`config.mk`:
```
export PLATFORM = sky130hd
export DESIGN_NAME = pll_phase_stepper
export DESIGN_NICKNAME = d
export VERILOG_FILES = /design/src/rtl/pll_phase_stepper.sv
export SDC_FILE = /design/constraint.sdc
export NUM_CORES = 1
export LEC_CHECK = 0
export CAP_MARGIN = 20
export CORE_AREA = 2 2 145 218
export DETAILED_ROUTE_END_ITERATION = 7
export DIE_AREA = 0 0 147 220
export HOLD_SLACK_MARGIN = 0.02
export PLACE_DENSITY_LB_ADDON = 0.12
export SETUP_SLACK_MARGIN = 0.5
export SYNTH_ARGS = -nofsm -noshare
export SYNTH_HDL_FRONTEND = slang
export SYNTH_SLANG_ARGS = --single-unit
```
`constraint.sdc`:
```
create_clock -name clk -period 7.4 [get_ports clk]
set_input_delay 1.48 -clock clk [delete_from_list [all_inputs] [get_ports clk]]
set_output_delay 1.48 -clock clk [all_outputs]
set_load 0.005 [all_outputs]
```
`src/rtl/pll_phase_stepper.sv`:
```
// Steps altpll dynamic phase counters to latched absolute targets by the shortest path.
// Optional input-clock switching is built when macro PLL_CLKSWITCH_EN is defined.
module pll_phase_stepper #(
    parameter int STEP_TIMEOUT     = 255,
    parameter int CLKSWITCH_CYCLES = 4
) (
    input  logic       clk,
    input  logic       reset_n,
    input  logic       updatepll,
    input  logic       pll_clk_src,
    input  logic [7:0] pll_shifts [0:5],
    input  logic       phasedone,
    output logic [2:0] phasecounterselect,
    output logic       phaseupdown,
    output logic       phasestep,
    output logic       clkswitch,
    output logic       busy,
    output logic       done,
    output logic       timeout_err
);

    localparam int TW = $clog2(STEP_TIMEOUT + 1) + 1;

    localparam logic [3:0] S_IDLE    = 4'd0;
    localparam logic [3:0] S_LATCH   = 4'd1;
    localparam logic [3:0] S_SWITCH  = 4'd2;
    localparam logic [3:0] S_SELECT  = 4'd3;
    localparam logic [3:0] S_STEP    = 4'd4;
    localparam logic [3:0] S_WAIT_LO = 4'd5;
    localparam logic [3:0] S_WAIT_HI = 4'd6;
    localparam logic [3:0] S_NEXT    = 4'd7;
    localparam logic [3:0] S_FINISH  = 4'd8;

    logic [3:0]    state_r, state_n;
    logic [2:0]    k_r, k_n;
    logic          up_r, up_n;
    logic [15:0]   cnt_r, cnt_n;
    logic [TW-1:0] to_r, to_n;
    logic          pend_r, pend_n;
    logic          toerr_n;
    logic [7:0]    tgt_r [0:5];
    logic [7:0]    tgt_n [0:5];
    logic [7:0]    cur_r [0:5];
    logic [7:0]    cur_n [0:5];
    logic [7:0]    delta_s;
    logic          active_s;

`ifdef PLL_CLKSWITCH_EN
    logic          cur_src_r, cur_src_n;
    logic          tgt_src_r, tgt_src_n;
`else
    logic          unused_src_s;
    assign unused_src_s = pll_clk_src;
    assign clkswitch    = 1'b0;
`endif

    // Next-state and datapath update for the stepping sequencer
    always_comb begin
        state_n = state_r;
        k_n     = k_r;
        up_n    = up_r;
        cnt_n   = cnt_r;
        to_n    = to_r;
        toerr_n = timeout_err;
        tgt_n   = tgt_r;
        cur_n   = cur_r;
        delta_s = 8'd0;
`ifdef PLL_CLKSWITCH_EN
        cur_src_n = cur_src_r;
        tgt_src_n = tgt_src_r;
`endif
        if (updatepll && (state_r != S_IDLE)) begin
            pend_n = 1'b1;
        end else begin
            pend_n = pend_r;
        end

        case (state_r)
            S_IDLE: begin
                if (updatepll || pend_r) begin
                    state_n = S_LATCH;
                    pend_n  = 1'b0;
                    toerr_n = 1'b0;
                end else begin
                    state_n = S_IDLE;
                end
            end
            S_LATCH: begin
                tgt_n = pll_shifts;
                k_n   = 3'd0;
`ifdef PLL_CLKSWITCH_EN
                tgt_src_n = pll_clk_src;
                if (pll_clk_src != cur_src_r) begin
                    state_n = S_SWITCH;
                    cnt_n   = 16'd0;
                end else begin
                    state_n = S_SELECT;
                end
`else
                state_n = S_SELECT;
`endif
            end
            S_SWITCH: begin
                if (cnt_r == 16'(CLKSWITCH_CYCLES - 1)) begin
`ifdef PLL_CLKSWITCH_EN
                    cur_src_n = tgt_src_r;
`endif
                    state_n = S_SELECT;
                end else begin
                    cnt_n = cnt_r + 16'd1;
                end
            end
            S_SELECT: begin
                state_n = S_STEP;
                cnt_n   = 16'd0;
            end
            S_STEP: begin
                if (cnt_r == 16'd1) begin
                    state_n = S_WAIT_LO;
                    to_n    = {TW{1'b0}};
                end else begin
                    cnt_n = cnt_r + 16'd1;
                end
            end
            S_WAIT_LO: begin
                if (!phasedone) begin
                    state_n = S_WAIT_HI;
                    to_n    = {TW{1'b0}};
                end else if (to_r == TW'(STEP_TIMEOUT)) begin
                    toerr_n = 1'b1;
                    state_n = S_FINISH;
                end else begin
                    to_n = to_r + {{(TW-1){1'b0}}, 1'b1};
                end
            end
            S_WAIT_HI: begin
                // Reaching the target is detected by the zero-delta check on re-entry to SELECT
                if (phasedone) begin
                    cur_n[k_r] = up_r ? (cur_r[k_r] + 8'd1) : (cur_r[k_r] - 8'd1);
                    state_n    = S_SELECT;
                end else if (to_r == TW'(STEP_TIMEOUT)) begin
                    toerr_n = 1'b1;
                    state_n = S_FINISH;
                end else begin
                    to_n = to_r + {{(TW-1){1'b0}}, 1'b1};
                end
            end
            S_NEXT: begin
                if (k_r == 3'd5) begin
                    state_n = S_FINISH;
                end else begin
                    k_n     = k_r + 3'd1;
                    state_n = S_SELECT;
                end
            end
            S_FINISH: begin
                state_n = S_IDLE;
            end
            default: begin
                state_n = S_IDLE;
            end
        endcase

        if ((state_n == S_SELECT) && (state_r != S_SELECT)) begin
            delta_s = tgt_n[k_n] - cur_n[k_n];
            if (delta_s == 8'd0) begin
                state_n = S_NEXT;
            end else begin
                up_n = ~delta_s[7];
            end
        end else begin
            delta_s = 8'd0;
        end
    end

    assign active_s = (state_n == S_SELECT) || (state_n == S_STEP) ||
                      (state_n == S_WAIT_LO) || (state_n == S_WAIT_HI);

    // State, position bookkeeping and registered PLL control outputs
    always_ff @(posedge clk or negedge reset_n) begin
        if (!reset_n) begin
            state_r            <= S_IDLE;
            k_r                <= 3'd0;
            up_r               <= 1'b0;
            cnt_r              <= 16'd0;
            to_r               <= {TW{1'b0}};
            pend_r             <= 1'b0;
            for (int i = 0; i < 6; i++) begin
                tgt_r[i] <= 8'd0;
                cur_r[i] <= 8'd0;
            end
            phasecounterselect <= 3'd0;
            phaseupdown        <= 1'b0;
            phasestep          <= 1'b0;
            busy               <= 1'b0;
            done               <= 1'b0;
            timeout_err        <= 1'b0;
        end else begin
            state_r            <= state_n;
            k_r                <= k_n;
            up_r               <= up_n;
            cnt_r              <= cnt_n;
            to_r               <= to_n;
            pend_r             <= pend_n;
            tgt_r              <= tgt_n;
            cur_r              <= cur_n;
            phasecounterselect <= active_s ? (k_n + 3'd1) : 3'd0;
            phaseupdown        <= active_s ? up_n : 1'b0;
            phasestep          <= (state_n == S_STEP);
            busy               <= (state_n != S_IDLE) && (state_n != S_FINISH);
            done               <= (state_n == S_FINISH);
            timeout_err        <= toerr_n;
        end
    end

`ifdef PLL_CLKSWITCH_EN
    // Clock-source tracking and the switch strobe
    always_ff @(posedge clk or negedge reset_n) begin
        if (!reset_n) begin
            cur_src_r <= 1'b0;
            tgt_src_r <= 1'b0;
            clkswitch <= 1'b0;
        end else begin
            cur_src_r <= cur_src_n;
            tgt_src_r <= tgt_src_n;
            clkswitch <= (state_n == S_SWITCH);
        end
    end
`endif

endmodule
```
==> summary.md <==
| Metric | Value |
|---|---|
| Area leader, netlist | `dfrtp_1` |
| First-pass GRT wire length | `34700 um` |
| Syn_nets | `877` |
| Post-synth EDFFs | `0` |
| Register area share after synthesis | `0.459` |
| Largest net degree at the start of global routing | `86` |
| Ys async rst share | `1.00` |
| Kind of critical path | `reg2reg` |
| Status | `finished clean` |
| Crit path max fanout | `17` |
| Hold Path Origin | `tgt_r[2]` |
| Num CTS Buffers | `17` |
| R2R Setup Slk | `approximately 1.4 ns` |
| Post-synthesis adder-cell area fraction | `0.0376` |
| RSZ-0062 raised after global routing | `no` |
| Fin crit share | `0.810` |
| Count leader, synth | `nand2_1` |
| F_max | `167 MHz` |
| DRC viols | `0` |
| Antenna Cells | `0` |
| Slew headroom | `0.385` |
| Post-route ant nets | `0` |
| Final Instance Area | `0.00928 mm2` |
| CP startpoint kind | `register` |
| Main combinational cell family by area after synthesis | `simple AND/OR/NAND/NOR gates` |
| Top cells by count, synth | `nand2_1, dfrtp_1, nor2_1` |
| 1st-pass router iterations | `4` |
| I/O Buffers | `59` |
| Clk root buf | `clkbuf_16` |
| Clock transition at path regs | `0.06 ns` |
| Clock sink count | `approximately 140` |
| Vias per std cell | `4.52` |
| Hold crit path type | `reg2reg` |
| Post-DP Area | `0.00860 mm2` |
| Reg2reg path depth | `18` |
| Rows | `79` |
| Final Hold Vio Count | `0` |
| Synth Flop Type | `dfrtp_1` |
| Post-place setup slack | `1.06 ns` |
| Compound-Gate Fraction of Synth Area | `0.0941` |
| Max H-tree Level | `4` |
| Ranking of synthesized cells by area | `dfrtp_1, nand2_1, mux2_2` |
| Count of state elements after synthesis | `~140` |
| Finished Core Util | `0.303` |
| Final setup margin | `around 1.4 ns` |
| Syn Area/Cell | `9.39 um2` |
| WHS Endpoint | `tgt_r[2]` |
| Initial DRC Count | `roughly 220` |
| Hpwl dp | `approximately 15000 um` |
| Setup Fix Bufs, Post-CTS | `0` |
| Chip Height | `220 um` |
| Bufs on Longest Clock Path | `2` |
| Vias | `5772` |
| Distinct cells, synth | `59` |
| Cells after synthesis | `802` |
| Setup Viol. Count Final | `0` |
| Area share of xor/xnor cells in the synthesized design | `0.0359` |
| Synth Area in Simple Gates | `0.197` |
| Vias in the first global route | `6157` |
| Worst Skew | `0.00875 ns` |
| CP endpoint kind | `register` |
| Total power | `around 4.6 mW` |
| TritonCTS clock tree | `done` |
| Routed len/inst | `16.9 um` |
| Setup TNS | `0 ns` |
| Final WL | `21600 um` |
| Post-CTS Resized | `0` |
| Worst IR Drop VDD | `between 0.2 and 0.25 mV` |
| Mux share of post-synthesis cell area | `0.144` |
| Max-cap check violation count | `0` |
| Req. time, crit path | `7.71 ns` |
| Reg2Reg Launch Point | `k_r[2]` |
| Warnings, synthesis | `0` |
| Crit path DAT | `6.30 ns` |
| Post-route minimum period | `5.99 ns` |
| Final net count | `935` |
| Synthesized cell area | `0.00753 mm2` |
| Die X | `147 um` |
| Slew at the pin closest to its max-slew limit | `0.920 ns` |
| Ports | `62` |
| Post-CTS Hold Buffers | `0` |
| Pwr/cell area | `499 mW/mm2` |
| Core Region | `between 0.03 and 0.04 mm2` |
| Grt ovf | `0` |
| P_leak | `around 4.2 nW` |
| Routability cong. | `0.741` |
| Reg2reg end | `phasecounterselect[1]` |
| Hold depth | `2` |
| Tot GR Track Use | `0.142` |
| Initial antenna violation count | `0` |
| Post-synth top area share | `0.459` |
| Area added between synthesis and finish | `23.2%` |
| Initial Util | `0.246` |
| Die area | `0.0323 mm2` |
| Slew Viols, Final | `0` |
| Layout cells sized above 1 | `0.126` |
| Clk Latency, worst-skew pair | `about 0.44 ns` |
## kinds of logic after synthesis
kind of cell,count (synthesis)
compound gates,116
xor+xnor,30
simple gates,341
flops,138
fa+ha+maj,22
other cells,1
mux,98
buf+inv,56
## report_power, final
group	switching [mW]	total [mW]	internal [mW]	leakage, nW
logic	1.41	2.43	1.01	2.12
clock network	0.350	1.00	0.650	0.324
registers	0.166	1.20	1.03	1.79
## worst max-delay path by stage
stage | slack [ns] | start | end | cells after the start
finish | 1.41 | k_r[2] | phasecounterselect[1] | 18
global route | 0.95 | k_r[2] | phasecounterselect[1] | 22
CTS | 1.35 | k_r[1] | phasecounterselect[1] | 18
detailed placement | 1.06 | phasedone | phasecounterselect[1] | 19
global placement | 1.12 | phasedone | phasecounterselect[2] | 19
floorplan | 2.56 | k_r[2] | phasecounterselect[0] | 20
## per-layer routing
layer  share of wire  track usage  routed length (um)  vias to the layer above
li1                -            -                   -                     2867
met1            0.44        0.165                9450                     2815
met2            0.52        0.254               11100                       65
met3           0.022       0.0304                 480                       25
met4           0.025       0.0551                 533                        0
met5               0            0                   0                        -
## sequential cells by signal (all words and copies together), names as in the netlist
signal and cells:
phasecounterselect 3, timeout_err 1, phaseupdown 1, phasestep 1, tgt_r 48, pend_r 1
to_r 9, busy 1, k_r 3, up_r 1, cur_r 48, done 1
cnt_r 16, state_r 4
## worst max-delay path, cell delays in order, from the launching register on
cell and delay, ns:
dfrtp_1 0.75, clkinv_1 0.19, nor2_1 0.39, a221oi_1 0.16, a21oi_1 0.33, ha_1 0.30, nand2_1 0.13, nor4_1 0.07
nor4b_2 0.46, o21ai_0 0.20, xor2_1 0.24, mux2_2 0.32, mux4_2 0.47, o21ai_0 0.35, ha_1 0.33, or3_1 0.37
a21oi_1 0.35, nor2b_1 0.32, a21oi_1 0.13
## final cells by class
type	instances	area, um2
tap	405	507
inverter	18	67.6
multi-input combinational	608	3850
timing repair buffer	77	727
fill	3224	21400
clock inverter	10	214
sequential	138	3450
clock buffer	21	460
## stage by stage
stage               hold slack [ns]  instances
floorplan                     0.440        802
global placement              0.454       1246
detailed placement            0.460       1246
CTS                           0.476       1277
global route                  0.488       1277
finish                        0.472       1277
## cells in the final DEF (no fill, tap or decap), drive strengths merged, types with 3 or more instances in the layout
master / n
nand2: 201
nor3: 12
mux2: 50
a21oi: 40
mux4: 3
clkdlybuf4s50: 58
a221oi: 6
o21ai: 36
clkbuf: 21
nand3: 14
nor4: 8
nor2b: 5
nand2b: 8
xnor2: 14
nor2: 59
and2: 7
ha: 21
a22o: 3
nand4: 6
or3: 5
a31oi: 4
inv: 18
dfrtp: 138
xor2: 16
bufinv: 6
clkinv: 3
mux2i: 45
and3: 8
buf: 19
o22ai: 7
a21o: 4
(Power assumes the default switching activity.)
